**config.mk**
```make
export PLATFORM = sky130hd
export DESIGN_NAME = reg_writeback_arbiter_flat
export DESIGN_NICKNAME = d
export VERILOG_FILES = /design/src/rtl/reg_writeback_arbiter_if.sv /design/src/rtl/reg_writeback_arbiter.sv /design/src/flat_wrapper.sv
export SDC_FILE = /design/constraint.sdc
export NUM_CORES = 1
export LEC_CHECK = 0
export ABC_AREA = 1
export BUFFER_PORTS_ARGS = -buffer_cell sky130_fd_sc_hd__buf_2
export CAP_MARGIN = 20
export CORE_AREA = 2 2 128 130
export DETAILED_ROUTE_END_ITERATION = 12
export DIE_AREA = 0 0 130 132
export PLACE_DENSITY_LB_ADDON = 0.08
export SLEW_MARGIN = 20
export SYNTH_ARGS = -nofsm -noshare
export SYNTH_HDL_FRONTEND = slang
export SYNTH_SLANG_ARGS = --single-unit
```
**constraint.sdc**
```tcl
create_clock -name clk -period 10.4 [get_ports clk]
set_input_delay 0.52 -clock clk [delete_from_list [all_inputs] [get_ports clk]]
set_output_delay 0.52 -clock clk [all_outputs]
set_load 0.1 [all_outputs]
```
**src/rtl/reg_writeback_arbiter_if.sv**
```systemverilog
// Writeback request/response bundle between the EX/MEM producers, the register
// file write port and the hazard unit's pending-write lookup.
interface reg_writeback_arbiter_if #(
  parameter int DEPTH  = 4,
  parameter int DATA_W = 32,
  parameter int ADDR_W = 5
);
  logic                     mem_valid;
  logic                     mem_ready;
  logic [ADDR_W-1:0]        mem_rd;
  logic [DATA_W-1:0]        mem_data;
  logic                     alu_valid;
  logic                     alu_ready;
  logic [ADDR_W-1:0]        alu_rd;
  logic [DATA_W-1:0]        alu_data;
  logic                     RegWrite;
  logic [ADDR_W-1:0]        Rd;
  logic [DATA_W-1:0]        Write_data;
  logic [ADDR_W-1:0]        q_rs1;
  logic [ADDR_W-1:0]        q_rs2;
  logic                     pend1;
  logic                     pend2;
  logic [$clog2(DEPTH):0]   count;

  modport slave (
    input  mem_valid, mem_rd, mem_data, alu_valid, alu_rd, alu_data, q_rs1, q_rs2,
    output mem_ready, alu_ready, RegWrite, Rd, Write_data, pend1, pend2, count
  );

  modport master (
    output mem_valid, mem_rd, mem_data, alu_valid, alu_rd, alu_data, q_rs1, q_rs2,
    input  mem_ready, alu_ready, RegWrite, Rd, Write_data, pend1, pend2, count
  );
endinterface

```
**src/rtl/reg_writeback_arbiter.sv**
```systemverilog
// Two-producer writeback arbiter: in-order FIFO feeding a registered register-file
// write port, with a combinational pending-write lookup for hazard detection.
module reg_writeback_arbiter #(
  parameter int DEPTH  = 4,
  parameter int DATA_W = 32,
  parameter int ADDR_W = 5
) (
  input  logic                    clk,
  input  logic                    rst,
  reg_writeback_arbiter_if.slave  bus
);
  localparam int PTR_W = $clog2(DEPTH);
  localparam int CNT_W = PTR_W + 1;

  logic [ADDR_W-1:0] rd_mem   [DEPTH];
  logic [DATA_W-1:0] data_mem [DEPTH];

  logic [PTR_W-1:0]  wr_ptr_q, wr_ptr_d;
  logic [PTR_W-1:0]  rd_ptr_q, rd_ptr_d;
  logic [PTR_W-1:0]  wr_ptr_2nd;
  logic [CNT_W-1:0]  count_q, count_d;
  logic              regwrite_q, regwrite_d;
  logic [ADDR_W-1:0] rd_q, rd_d;
  logic [DATA_W-1:0] wdata_q, wdata_d;

  logic              mem_ready, alu_ready;
  logic              mem_enq, alu_enq, deq;
  logic [DEPTH-1:0]  entry_valid, hit1, hit2;

  // Ready depends only on registered occupancy, so a same-cycle pop never helps.
  assign mem_ready  = count_q <  CNT_W'(DEPTH);
  assign alu_ready  = count_q <= CNT_W'(DEPTH - 2);

  // Requests to x0 complete the handshake but are never queued.
  assign mem_enq    = bus.mem_valid && mem_ready && (bus.mem_rd != '0);
  assign alu_enq    = bus.alu_valid && alu_ready && (bus.alu_rd != '0);
  assign deq        = (count_q != '0);
  assign wr_ptr_2nd = wr_ptr_q + PTR_W'(mem_enq);

  always_comb begin
    wr_ptr_d   = wr_ptr_q + PTR_W'(mem_enq) + PTR_W'(alu_enq);
    rd_ptr_d   = rd_ptr_q + PTR_W'(deq);
    count_d    = count_q + CNT_W'(mem_enq) + CNT_W'(alu_enq) - CNT_W'(deq);
    regwrite_d = deq;
    rd_d       = rd_q;
    wdata_d    = wdata_q;
    if (deq) begin
      rd_d    = rd_mem[rd_ptr_q];
      wdata_d = data_mem[rd_ptr_q];
    end
  end

  always_ff @(posedge clk or posedge rst) begin
    if (rst) begin
      wr_ptr_q   <= '0;
      rd_ptr_q   <= '0;
      count_q    <= '0;
      regwrite_q <= 1'b0;
      rd_q       <= '0;
      wdata_q    <= '0;
    end else begin
      wr_ptr_q   <= wr_ptr_d;
      rd_ptr_q   <= rd_ptr_d;
      count_q    <= count_d;
      regwrite_q <= regwrite_d;
      rd_q       <= rd_d;
      wdata_q    <= wdata_d;
    end
  end

  // mem is the older instruction, so it takes the first free slot.
  always_ff @(posedge clk) begin
    if (mem_enq) begin
      rd_mem[wr_ptr_q]   <= bus.mem_rd;
      data_mem[wr_ptr_q] <= bus.mem_data;
    end
    if (alu_enq) begin
      rd_mem[wr_ptr_2nd]   <= bus.alu_rd;
      data_mem[wr_ptr_2nd] <= bus.alu_data;
    end
  end

  for (genvar gi = 0; gi < DEPTH; gi++) begin : g_entry
    logic [PTR_W-1:0] offset;
    assign offset          = PTR_W'(gi) - rd_ptr_q;
    assign entry_valid[gi] = {1'b0, offset} < count_q;
    assign hit1[gi]        = entry_valid[gi] && (rd_mem[gi] == bus.q_rs1);
    assign hit2[gi]        = entry_valid[gi] && (rd_mem[gi] == bus.q_rs2);
  end

  assign bus.pend1 = (bus.q_rs1 != '0) && ((|hit1) || (regwrite_q && (rd_q == bus.q_rs1)));
  assign bus.pend2 = (bus.q_rs2 != '0) && ((|hit2) || (regwrite_q && (rd_q == bus.q_rs2)));

  assign bus.mem_ready  = mem_ready;
  assign bus.alu_ready  = alu_ready;
  assign bus.RegWrite   = regwrite_q;
  assign bus.Rd         = rd_q;
  assign bus.Write_data = wdata_q;
  assign bus.count      = count_q;
endmodule

```
**src/flat_wrapper.sv**
```systemverilog
// flat-port wrapper written by rule: the top's interface ports become plain ports
module reg_writeback_arbiter_flat 
#(
  parameter int DEPTH  = 4,
  parameter int DATA_W = 32,
  parameter int ADDR_W = 5
)
  (clk, rst, bus_mem_valid, bus_mem_rd, bus_mem_data, bus_alu_valid, bus_alu_rd, bus_alu_data, bus_q_rs1, bus_q_rs2, bus_mem_ready, bus_alu_ready, bus_RegWrite, bus_Rd, bus_Write_data, bus_pend1, bus_pend2, bus_count);
  reg_writeback_arbiter_if #(.DEPTH(DEPTH), .DATA_W(DATA_W), .ADDR_W(ADDR_W)) bus_i ();
  input  logic clk;
  input  logic rst;
  input wire logic [$bits(bus_i.mem_valid)-1:0] bus_mem_valid;
  input wire logic [$bits(bus_i.mem_rd)-1:0] bus_mem_rd;
  input wire logic [$bits(bus_i.mem_data)-1:0] bus_mem_data;
  input wire logic [$bits(bus_i.alu_valid)-1:0] bus_alu_valid;
  input wire logic [$bits(bus_i.alu_rd)-1:0] bus_alu_rd;
  input wire logic [$bits(bus_i.alu_data)-1:0] bus_alu_data;
  input wire logic [$bits(bus_i.q_rs1)-1:0] bus_q_rs1;
  input wire logic [$bits(bus_i.q_rs2)-1:0] bus_q_rs2;
  output wire logic [$bits(bus_i.mem_ready)-1:0] bus_mem_ready;
  output wire logic [$bits(bus_i.alu_ready)-1:0] bus_alu_ready;
  output wire logic [$bits(bus_i.RegWrite)-1:0] bus_RegWrite;
  output wire logic [$bits(bus_i.Rd)-1:0] bus_Rd;
  output wire logic [$bits(bus_i.Write_data)-1:0] bus_Write_data;
  output wire logic [$bits(bus_i.pend1)-1:0] bus_pend1;
  output wire logic [$bits(bus_i.pend2)-1:0] bus_pend2;
  output wire logic [$bits(bus_i.count)-1:0] bus_count;
  assign bus_i.mem_valid = bus_mem_valid;
  assign bus_i.mem_rd = bus_mem_rd;
  assign bus_i.mem_data = bus_mem_data;
  assign bus_i.alu_valid = bus_alu_valid;
  assign bus_i.alu_rd = bus_alu_rd;
  assign bus_i.alu_data = bus_alu_data;
  assign bus_i.q_rs1 = bus_q_rs1;
  assign bus_i.q_rs2 = bus_q_rs2;
  assign bus_mem_ready = bus_i.mem_ready;
  assign bus_alu_ready = bus_i.alu_ready;
  assign bus_RegWrite = bus_i.RegWrite;
  assign bus_Rd = bus_i.Rd;
  assign bus_Write_data = bus_i.Write_data;
  assign bus_pend1 = bus_i.pend1;
  assign bus_pend2 = bus_i.pend2;
  assign bus_count = bus_i.count;
  reg_writeback_arbiter #(.DEPTH(DEPTH), .DATA_W(DATA_W), .ADDR_W(ADDR_W)) u_core (.clk(clk), .rst(rst), .bus(bus_i));
endmodule
```
* Word level (Yosys, flattened, before mapping) *
Memory sizes are Yosys's and may differ from the RTL's. A register that Yosys moved wholly into a read port is not among the register bits.
Cells that the tools add are included.

storage, ports and cells
  register bits = 8
  output and inout port bits = 45
  bits in writable memories = 148
  logic and storage cells = 61
  memories = 2

memories
  memory           words  bits a word  rd ports  clocked after memory_dff  wr ports  line                         text
  u_core.data_mem  4      32           1         1                         2         reg_writeback_arbiter.sv:16  logic [DATA_W-1:0] data_mem [DEPTH];
  u_core.rd_mem    4      5            5         1                         2         reg_writeback_arbiter.sv:15  logic [ADDR_W-1:0] rd_mem [DEPTH];

operators by class
  reduce and logical (&&, ||, !) cells = 25
  magnitude comparators = 6
  equal/unequal tests = 10
  add/sub/neg operators = 10
  multiplexer cells = 4

operators with widths
  operator                                                                           number
  5-bit == test                                                                      10
  5-bit nonzero test                                                                 4
  1-bit logical AND                                                                  16
  2-bit by 3-bit less-than comparator with 1-bit output                              4
  4-bit OR reduction                                                                 2
  2-bit by 1-bit adder with 2-bit output                                             3
  3-bit by 1-bit adder with 3-bit output                                             2
  1-bit 2-to-1 mux                                                                   4
  1-bit by 2-bit subtractor with 2-bit output (first input constant)                 2
  2-bit subtractor (first input constant)                                            2
  3-bit by 2-bit less-or-equal comparator with 1-bit output (second input constant)  1
  3-bit less-than comparator (second input constant)                                 1
  3-bit nonzero test                                                                 1
  3-bit by 1-bit subtractor with 3-bit output                                        1
  1-bit logical OR                                                                   2

* Depth between registers and ports, before layout *
Gate-level depths: netlist of run 1.

  word-level depth = 6
  gate-level depth with buffers = 14

* Worst setup path before layout of run 1 *
OpenSTA, ideal clock, no wires.

  path type = register to register
  start point = reg u_core.count_q[2], in the netlist u_core.bus.count[2]
  end point = mem u_core.data_mem[0][0] (enable)
  arrival time = 4.491 ns
  cell stages (with the launch flop) = 5
  data required time = 9.917 ns
  slack = 5.427 ns
  buffers on the path = 0
  cells stage by stage = dfrtp_1 -> inv_2 -> nand3_1 -> or2_2 -> o21ai_0

RTL lines
  item                    line                         text
  start, declared         reg_writeback_arbiter.sv:21  logic [CNT_W-1:0] count_q, count_d;
  start signal, assigned  reg_writeback_arbiter.sv:64  count_q <= count_d;
  end, declared           reg_writeback_arbiter.sv:16

* Worst setup path in the final report of run 1 *
  start point = reg u_core.rd_ptr_q[1]
  end point = out bus_pend1

on the way
  word-level cells in the longest chain between the ends = 6

RTL lines
  item                                                                             line                         text
  start, declared                                                                  reg_writeback_arbiter.sv:19  logic [PTR_W-1:0] rd_ptr_q, rd_ptr_d;
  start signal, assigned                                                           reg_writeback_arbiter.sv:63  rd_ptr_q <= rd_ptr_d;
  1-bit by 2-bit subtractor with 2-bit output or 2-bit subtractor (tied branches)  reg_writeback_arbiter.sv:85  assign offset = PTR_W'(gi) - rd_ptr_q;
  2-bit by 3-bit less-than comparator with 1-bit output                            reg_writeback_arbiter.sv:86  assign entry_valid[gi] = {1'b0, offset} < count_q;
  1-bit logical AND                                                                reg_writeback_arbiter.sv:87  assign hit1[gi] = entry_valid[gi] && (rd_mem[gi] == bus.q_rs1);
  4-bit OR reduction (*)                                                           reg_writeback_arbiter.sv:91  assign bus.pend1 = (bus.q_rs1 != '0) && ((|hit1) || (regwrite_q && (rd_q == bus.q_rs1)));
  1-bit logical OR (*)                                                             reg_writeback_arbiter.sv:91
  1-bit logical AND (*)                                                            reg_writeback_arbiter.sv:91
  end, declared                                                                    flat_wrapper.sv:25           output wire logic [$bits(bus_i.pend1)-1:0] bus_pend1;

Every way passes the cells marked *; elsewhere a longest branch is shown, timed or not.

==> results.txt, run 1 <==
Max cap viols - 0
Via count - 7505
Final Hold Fails - 0
Critical path arrival - 3280 ps
Slew Viols, Final - 0
PD cells - 350 mW/mm^2
Crit end category - output port
Largest net degree at the start of global routing - 77
Min Clock Period, post-route - 3800 ps
CP startpoint kind - flip-flop
Vias in the first global route - 7211
DIE HEIGHT - 132 um
R2R setup slack - 6900 ps
Post-synth top area share - 45.5%
Commonest cells after routing, fill and taps aside - 295 x nand2_1, 148 x edfxtp_1, 132 x buf_2
Final worst-path cycle share - 36.5%
Overall power - 3.86 mW
Clk_lat worst skew - 440 ps
Number of distinct library cells after synthesis - 34
Worst Setup EP - bus_pend1
CTS tree - done
Maximum clock path buffer count - 2
CP Max Fanout - 38
Synth area leaders - edfxtp_1 45%, dfrtp_1 12%, nand2_1 11%
Most common cell after layout, fill and taps aside - nand2_1
Drt initial violations - 671
Ys Warns - 0
Fillers - 1278
Clk slew on worst S/H paths - 70 ps
Wirelength, routed - 22600 um
Post-CTS setup buffer count - 0
Rows - 46
Biggest area consumer among synthesized cells - edfxtp_1
GPL Wtd Cong - 0.856
Reg-to-Reg Start - u_core.bus.count[2]
Boundary Pins - 133
Routed vias/inst - 5.63
Post_cts resized - 0
RSZ-0062 raised after global routing - no
Clk_skew - 9.03 ps
Drt drc - 0
Post-route setup TNS - 0 ps
Fin worst setup slack - 6600 ps
HPWL after DPL - 14600 um
CP Class - flip-flop to output port
Fmax - 263 MHz
Post-layout util - 70.1%
Sequential share of the synthesized area - 57.0%
Req. time, crit path - 9880 ps
Hold Crit Class - input port to async pin
Initial antenna violation count - 0
Mapped Nets - 1109
Initial Util - 62.2%
Post-detailed-route count of antenna-violating nets - 0
Ant. Diodes - 0
Syn Inst Count - 1010
Die width - 130 um
Crit-path cells - nor2_4 -> nor2_1 -> inv_1 -> ha_1 -> nand3_1 -> nand2_1 -> nor2_1 -> nand2_1 -> nand3_1 -> nor2_1 -> nor2_1 -> buf_2
Worst slew pin tran - 1120 ps
# H-tree levels - 4
Root Buffer - clkbuf_16
Leakage - 4.74 nW
Status - finished clean
Cts hold-fix bufs - 0
Mapped Area - 0.00978 sq mm
Most numerous cell on the critical path - nor2_1
Worst path buffer plus inverter count - 2
WL/cell - 17.0 um
Inserted Clock Buffers - 17
Max VDD drop - 0.235 mV
Area of the multi-input gates - 0.00361 sq mm
1st-pass router iterations - 5
Setup violators final - 0
Port bufs - 132
DIE AREA - 0.0172 sq mm
Placed cell areas - 0.0105 sq mm
Placement Setup Slack - 6450 ps
GR Overflow Total - 0
Reg area - 0.00557 sq mm
Final #Nets - 1203
FF-to-FF End - u_core.data_mem[0][7]
Seq cells post-synth - 193
Max-slew headroom - 25.2%
Crit path depth - 12
Core Box Area - 0.0157 sq mm
Reg2Reg Depth - 8
Clk sinks - 193
Worst Setup SP - u_core.rd_ptr_q[1]
Fraction of layout cells with a size suffix above 1 - 19.7%
Global-route usage over all layers - 27.6%
First-pass GRT wire length - 36400 um
CP peak stage delay - 910 ps
Syn Area/Cell - 9.68 sq um
Slowest-stage cell, CP - nor2_4
Design area - 0.0110 sq mm
Family with the most delay on the worst path - simple AND/OR/NAND/NOR gates
Layout area overhead - 12.7%
-- how the worst min path moves through the flow --
stage	start	end
detailed placement	u_core.data_mem[2][4]	u_core.bus.Write_data[4]
CTS	rst	u_core.bus.Write_data[15]
global placement	u_core.data_mem[2][12]	u_core.bus.Write_data[12]
global route	rst	u_core.bus.Write_data[15]
finish	rst	u_core.bus.Write_data[15]
floorplan	u_core.data_mem[2][12]	u_core.bus.Write_data[12]
-- layout make-up --
cell class	count	area share, %
flip-flops and latches	193	50.5
clock buffers	19	3.93
clock inverters	13	1.25
repair buffers	139	6.47
well taps	216	2.45
inverters	77	2.65
multi-input cells	676	32.7
-- cells in the mapped netlist --
cell	n
nand2_1	296
edfxtp_1	148
inv_1	74
o21ai_0	73
nor2_1	68
o21ai_1	56
dfrtp_1	45
a22oi_1	36
o21ai_2	33
a41oi_1	28
clkbuf_1	28
buf_6	17
xor2_1	17
xnor2_1	15
nand3_1	14
buf_2	12
ha_1	9
buf_1	6
nor3_1	6
a31oi_1	4
o2111ai_1	4
inv_2	3
nand2_2	3
a21oi_1	2
fa_1	2
nand3_2	2
nand4_1	2
a21oi_4	1
buf_4	1
nor2_2	1
o21a_2	1
o22ai_1	1
or2_2	1
xnor2_2	1
-- flip-flops by register name, summed over array words and instances, names as in the netlist --
name / count
u_core.data_mem: 128
u_core.bus.Write_data: 32
u_core.rd_mem: 20
u_core.bus.Rd: 5
u_core.bus.count: 3
u_core.rd_ptr_q: 2
u_core.wr_ptr_q: 2
u_core.bus.RegWrite: 1
-- cell families (layout without fill, tap and decap cells) --
group / Yosys count / count (layout) / synth area share [%]
AOI/OAI and AO/OA: 239 / 239 / 15.9
and+or+nand+nor: 393 / 393 / 15.7
buffers and inverters: 141 / 248 / 6.91
DFF: 193 / 193 / 57.0
xor gates and xnor gates: 33 / 33 / 3.03
adders and majority gates: 11 / 11 / 1.56
-- routing by layer --
metal	vias up	routed length (um)	global-route usage (%)
li1	3656	-	-
met1	3527	9690	37.5
met2	280	11000	44.4
met3	42	1410	5.40
met4	0	532	9.86
met5	-	0	0
-- power by group --
| part | leakage, nW | total (mW) | switching [mW] | internal (mW) |
|---|---|---|---|---|
| sequential | 1.89 | 1.35 | 0.138 | 1.21 |
| combinational | 2.58 | 1.87 | 1.46 | 0.409 |
| clock | 0.270 | 0.644 | 0.289 | 0.355 |
| total | 4.74 | 3.86 | 1.88 | 1.97 |
-- through the flow --
stage                     cells  hold WS [ps]
after floorplan            1010           510
after CTS                  1333           204
after global placement     1301           521
after global routing       1333           217
after detailed placement   1301           532
final                      1333           174
Power figures use the tool's default switching activity.
==> run 2, diff against run 1 <==
--- a/config.mk
+++ b/config.mk
@@ -8,9 +8,9 @@
 export ABC_AREA = 1
 export BUFFER_PORTS_ARGS = -buffer_cell sky130_fd_sc_hd__buf_2
 export CAP_MARGIN = 20
-export CORE_AREA = 2 2 128 130
+export CORE_AREA = 2 2 141 143
 export DETAILED_ROUTE_END_ITERATION = 12
-export DIE_AREA = 0 0 130 132
+export DIE_AREA = 0 0 143 145
 export PLACE_DENSITY_LB_ADDON = 0.08
 export SLEW_MARGIN = 20
 export SYNTH_ARGS = -nofsm -noshare
==> constraint.sdc (replaced) <==
create_clock -name clk -period 3.46 [get_ports clk]
set_input_delay 0.173 -clock clk [delete_from_list [all_inputs] [get_ports clk]]
set_output_delay 0.173 -clock clk [all_outputs]
set_load 0.1 [all_outputs]
==> run 2 against run 1 <==
Effect of this change: cell count up 4.4%; hold slack worse by 110 ps; clock power rose to 3.2 times the previous value; power rose to 3.1 times the previous value; flip-flop and latch count is the same; setup slack got worse by 6000 ps; register-to-register slack worse by 6100 ps; count of clock-buffer cells in the layout increased by 2; design area up 1.9%; sequential share of layout area decreased by 0.93 points; critical path type unchanged; critical endpoint unchanged; largest cell class unchanged; largest power group unchanged.
==> results.txt, run 2 (synthesis results as in run 1) <==
Worst path buffer plus inverter count - 3 (+1)
Status - finished clean
Fillers - 1674 (+31%)
Fraction of layout cells with a size suffix above 1 - 20.3% (+0.64 points)
Fmax - 348 MHz
CP Class - flip-flop to output port
GPL Wtd Cong - 0.849 (-0.81%)
GR Overflow Total - 0 (unchanged)
Placed cell areas - 0.0106 sq mm (+1.5%)
CTS tree - done
DIE HEIGHT - 145 um (+9.8%)
Maximum clock path buffer count - 2 (unchanged)
Cell count after placement - 1358 (+4.4%)
Logic gate share of total power - 48.4% (about the same)
Hold slack final - 59.9 ps (-114 ps)
Hold Crit Class - input port to flip-flop
Clk_skew - 12.6 ps (+3.60 ps)
Inserted Clock Buffers - 17 (unchanged)
1st-pass router iterations - 5 (unchanged)
Clk_lat worst skew - 430 ps (about the same)
Slowest-stage cell, CP - dfrtp_1
Port bufs - 132 (unchanged)
Rows - 51 (+11%)
Die width - 143 um (+10%)
Max cap viols - 0 (unchanged)
PD cells - 1060 mW/mm^2 (+200%)
R2R setup slack - 840 ps (-6060 ps)
Root Buffer - clkbuf_16
Boundary Pins - 133 (unchanged)
Final #Nets - 1212 (+0.75%)
CP Max Fanout - 7 (-82%)
Area of the multi-input gates - 0.00361 sq mm (unchanged)
Initial Util - 50.9% (-11 points)
Core Box Area - 0.0192 sq mm (+22%)
CP peak stage delay - 510 ps (-400 ps)
DIE AREA - 0.0207 sq mm (+21%)
Placement Setup Slack - 751 ps (-5700 ps)
RSZ-0062 raised after global routing - no
Design area - 0.0112 sq mm (+1.9%)
Routed vias/inst - 5.36 (-4.8%)
WL/cell - 17.6 um (+3.9%)
Final Hold Fails - 0 (unchanged)
Most numerous cell on the critical path - nor2_1
# H-tree levels - 4 (unchanged)
NetSw - 5.76 mW (+210%)
Sw Ratio - 48.5% (-0.33 points)
Leakage - 4.82 nW (+1.6%)
Setup violators final - 0 (unchanged)
Post-detailed-route count of antenna-violating nets - 0 (unchanged)
Crit end category - output port
Fin worst setup slack - 589 ps (-6010 ps)
Drt drc - 0 (unchanged)
Via count - 7462 (-0.57%)
Req. time, crit path - 3290 ps (-6590 ps)
Global-route usage over all layers - 24.6% (-3.0 points)
Critical path arrival - 2700 ps (-580 ps)
HPWL after DPL - 15200 um (+4.0%)
Post_cts resized - 0 (unchanged)
Clk slew on worst S/H paths - 70 ps (about the same)
Post-layout util - 58.5% (-12 points)
Cts hold-fix bufs - 1 (+1)
Biggest register - u_core.data_mem
Wirelength, routed - 24500 um (+8.5%)
Drt initial violations - 566 (-16%)
Number of flip-flops in the largest register - 128 (unchanged)
Final worst-path cycle share - 83.0%
Min Clock Period, post-route - 2870 ps
Reg area - 0.00557 sq mm (about the same)
Commonest cells after routing, fill and taps aside - 295 x nand2_1, 148 x edfxtp_1, 132 x buf_2
Most common cell after layout, fill and taps aside - nand2_1
Vias in the first global route - 7367 (+2.2%)
Flop pwr share - 34.2% (-0.8 points)
Overall power - 11.9 mW (+210%)
Post-CTS setup buffer count - 0 (unchanged)
Max VDD drop - 0.518 mV (+120%)
Initial antenna violation count - 1 (+1)
Family with the most delay on the worst path - simple AND/OR/NAND/NOR gates
Largest net degree at the start of global routing - 77 (unchanged)
Power Internal - 6.12 mW (+210%)
First-pass GRT wire length - 39200 um (+7.7%)
Max-slew headroom - 35.8% (+11 points)
Post-route setup TNS - 0 ps (unchanged)
Layout area overhead - 14.9%
Slew Viols, Final - 0 (unchanged)
Power share of the clock group - 17.4% (+0.7 points)
Crit-path cells - nand2_1 -> inv_2 -> nor2_1 -> inv_1 -> ha_1 -> nand3_1 -> nand2_1 -> nor2_1 -> nand2_1 -> nand3_1 -> nor2_1 -> nor2_1 -> buf_2
Worst slew pin tran - 962 ps (-157 ps)
Non-Filler Instances - 1392 (+4.4%)
CP startpoint kind - flip-flop
Clk sinks - 193 (unchanged)
==> run 2: cell count changes in the layout (fill, tap and decap cells not counted), moves of 2 or more <==
cell	before	now
buf_12	0	3
clkinv_2	2	0
clkbuf_8	0	2
buf_4	7	12
==> run 2: worst paths after layout <==
kind | from | endpoint | depth (start not counted)
min in group asynchronous | rst | u_core.bus.Write_data[4] | 3
setup reg to reg | u_core.bus.count[2] | u_core.data_mem[2][4] | 9
hold reg to reg | u_core.bus.Write_data[1] | u_core.bus.Write_data[1] | 2
hold / removal | bus_mem_data[14] | u_core.data_mem[0][14] | 3
setup / recovery | u_core.rd_ptr_q[1] | bus_pend1 | 13
max in group asynchronous | rst | u_core.bus.Write_data[9] | 4
==> run 2: power groups by stage <==
stage	registers (mW)	logic (mW)	clock network, mW
detailed placement	4.11	5.79	0
global route	4.16	6.26	2.16
global placement	4.10	5.72	0
floorplan	5.76	2.79	0
finish	4.06	5.75	2.07
CTS	4.07	5.80	2.08
==> run 2: area by class of cell <==
type                       instances  area share [%]
multi-input combinational        676            32.1
antenna                            1          0.0223
clock buffer                      21            4.10
sequential                       193            49.6
timing repair buffer             148            7.31
clock inverter                    11            1.34
inverter                          77            2.57
tap                              265            2.95
==> run 2: worst register-to-register path: cells and delay by family (launching register included) <==
| family | cells | cell delay, ps |
|---|---|---|
| buf+inv | 3 | 810 |
| compound gates | 1 | 210 |
| fa+ha+maj | 1 | 210 |
| flops | 1 | 380 |
| xor+xnor | 1 | 380 |
| simple gates | 3 | 360 |
==> run 2: metal layers <==
metal | up-vias | track usage [%] | share of wire (%)
li1 | 3661 | - | -
met3 | 31 | 4.59 | 6.1
met1 | 3519 | 31.7 | 41
met5 | - | 0 | 0
met2 | 251 | 41.8 | 51
met4 | 0 | 7.87 | 1.8
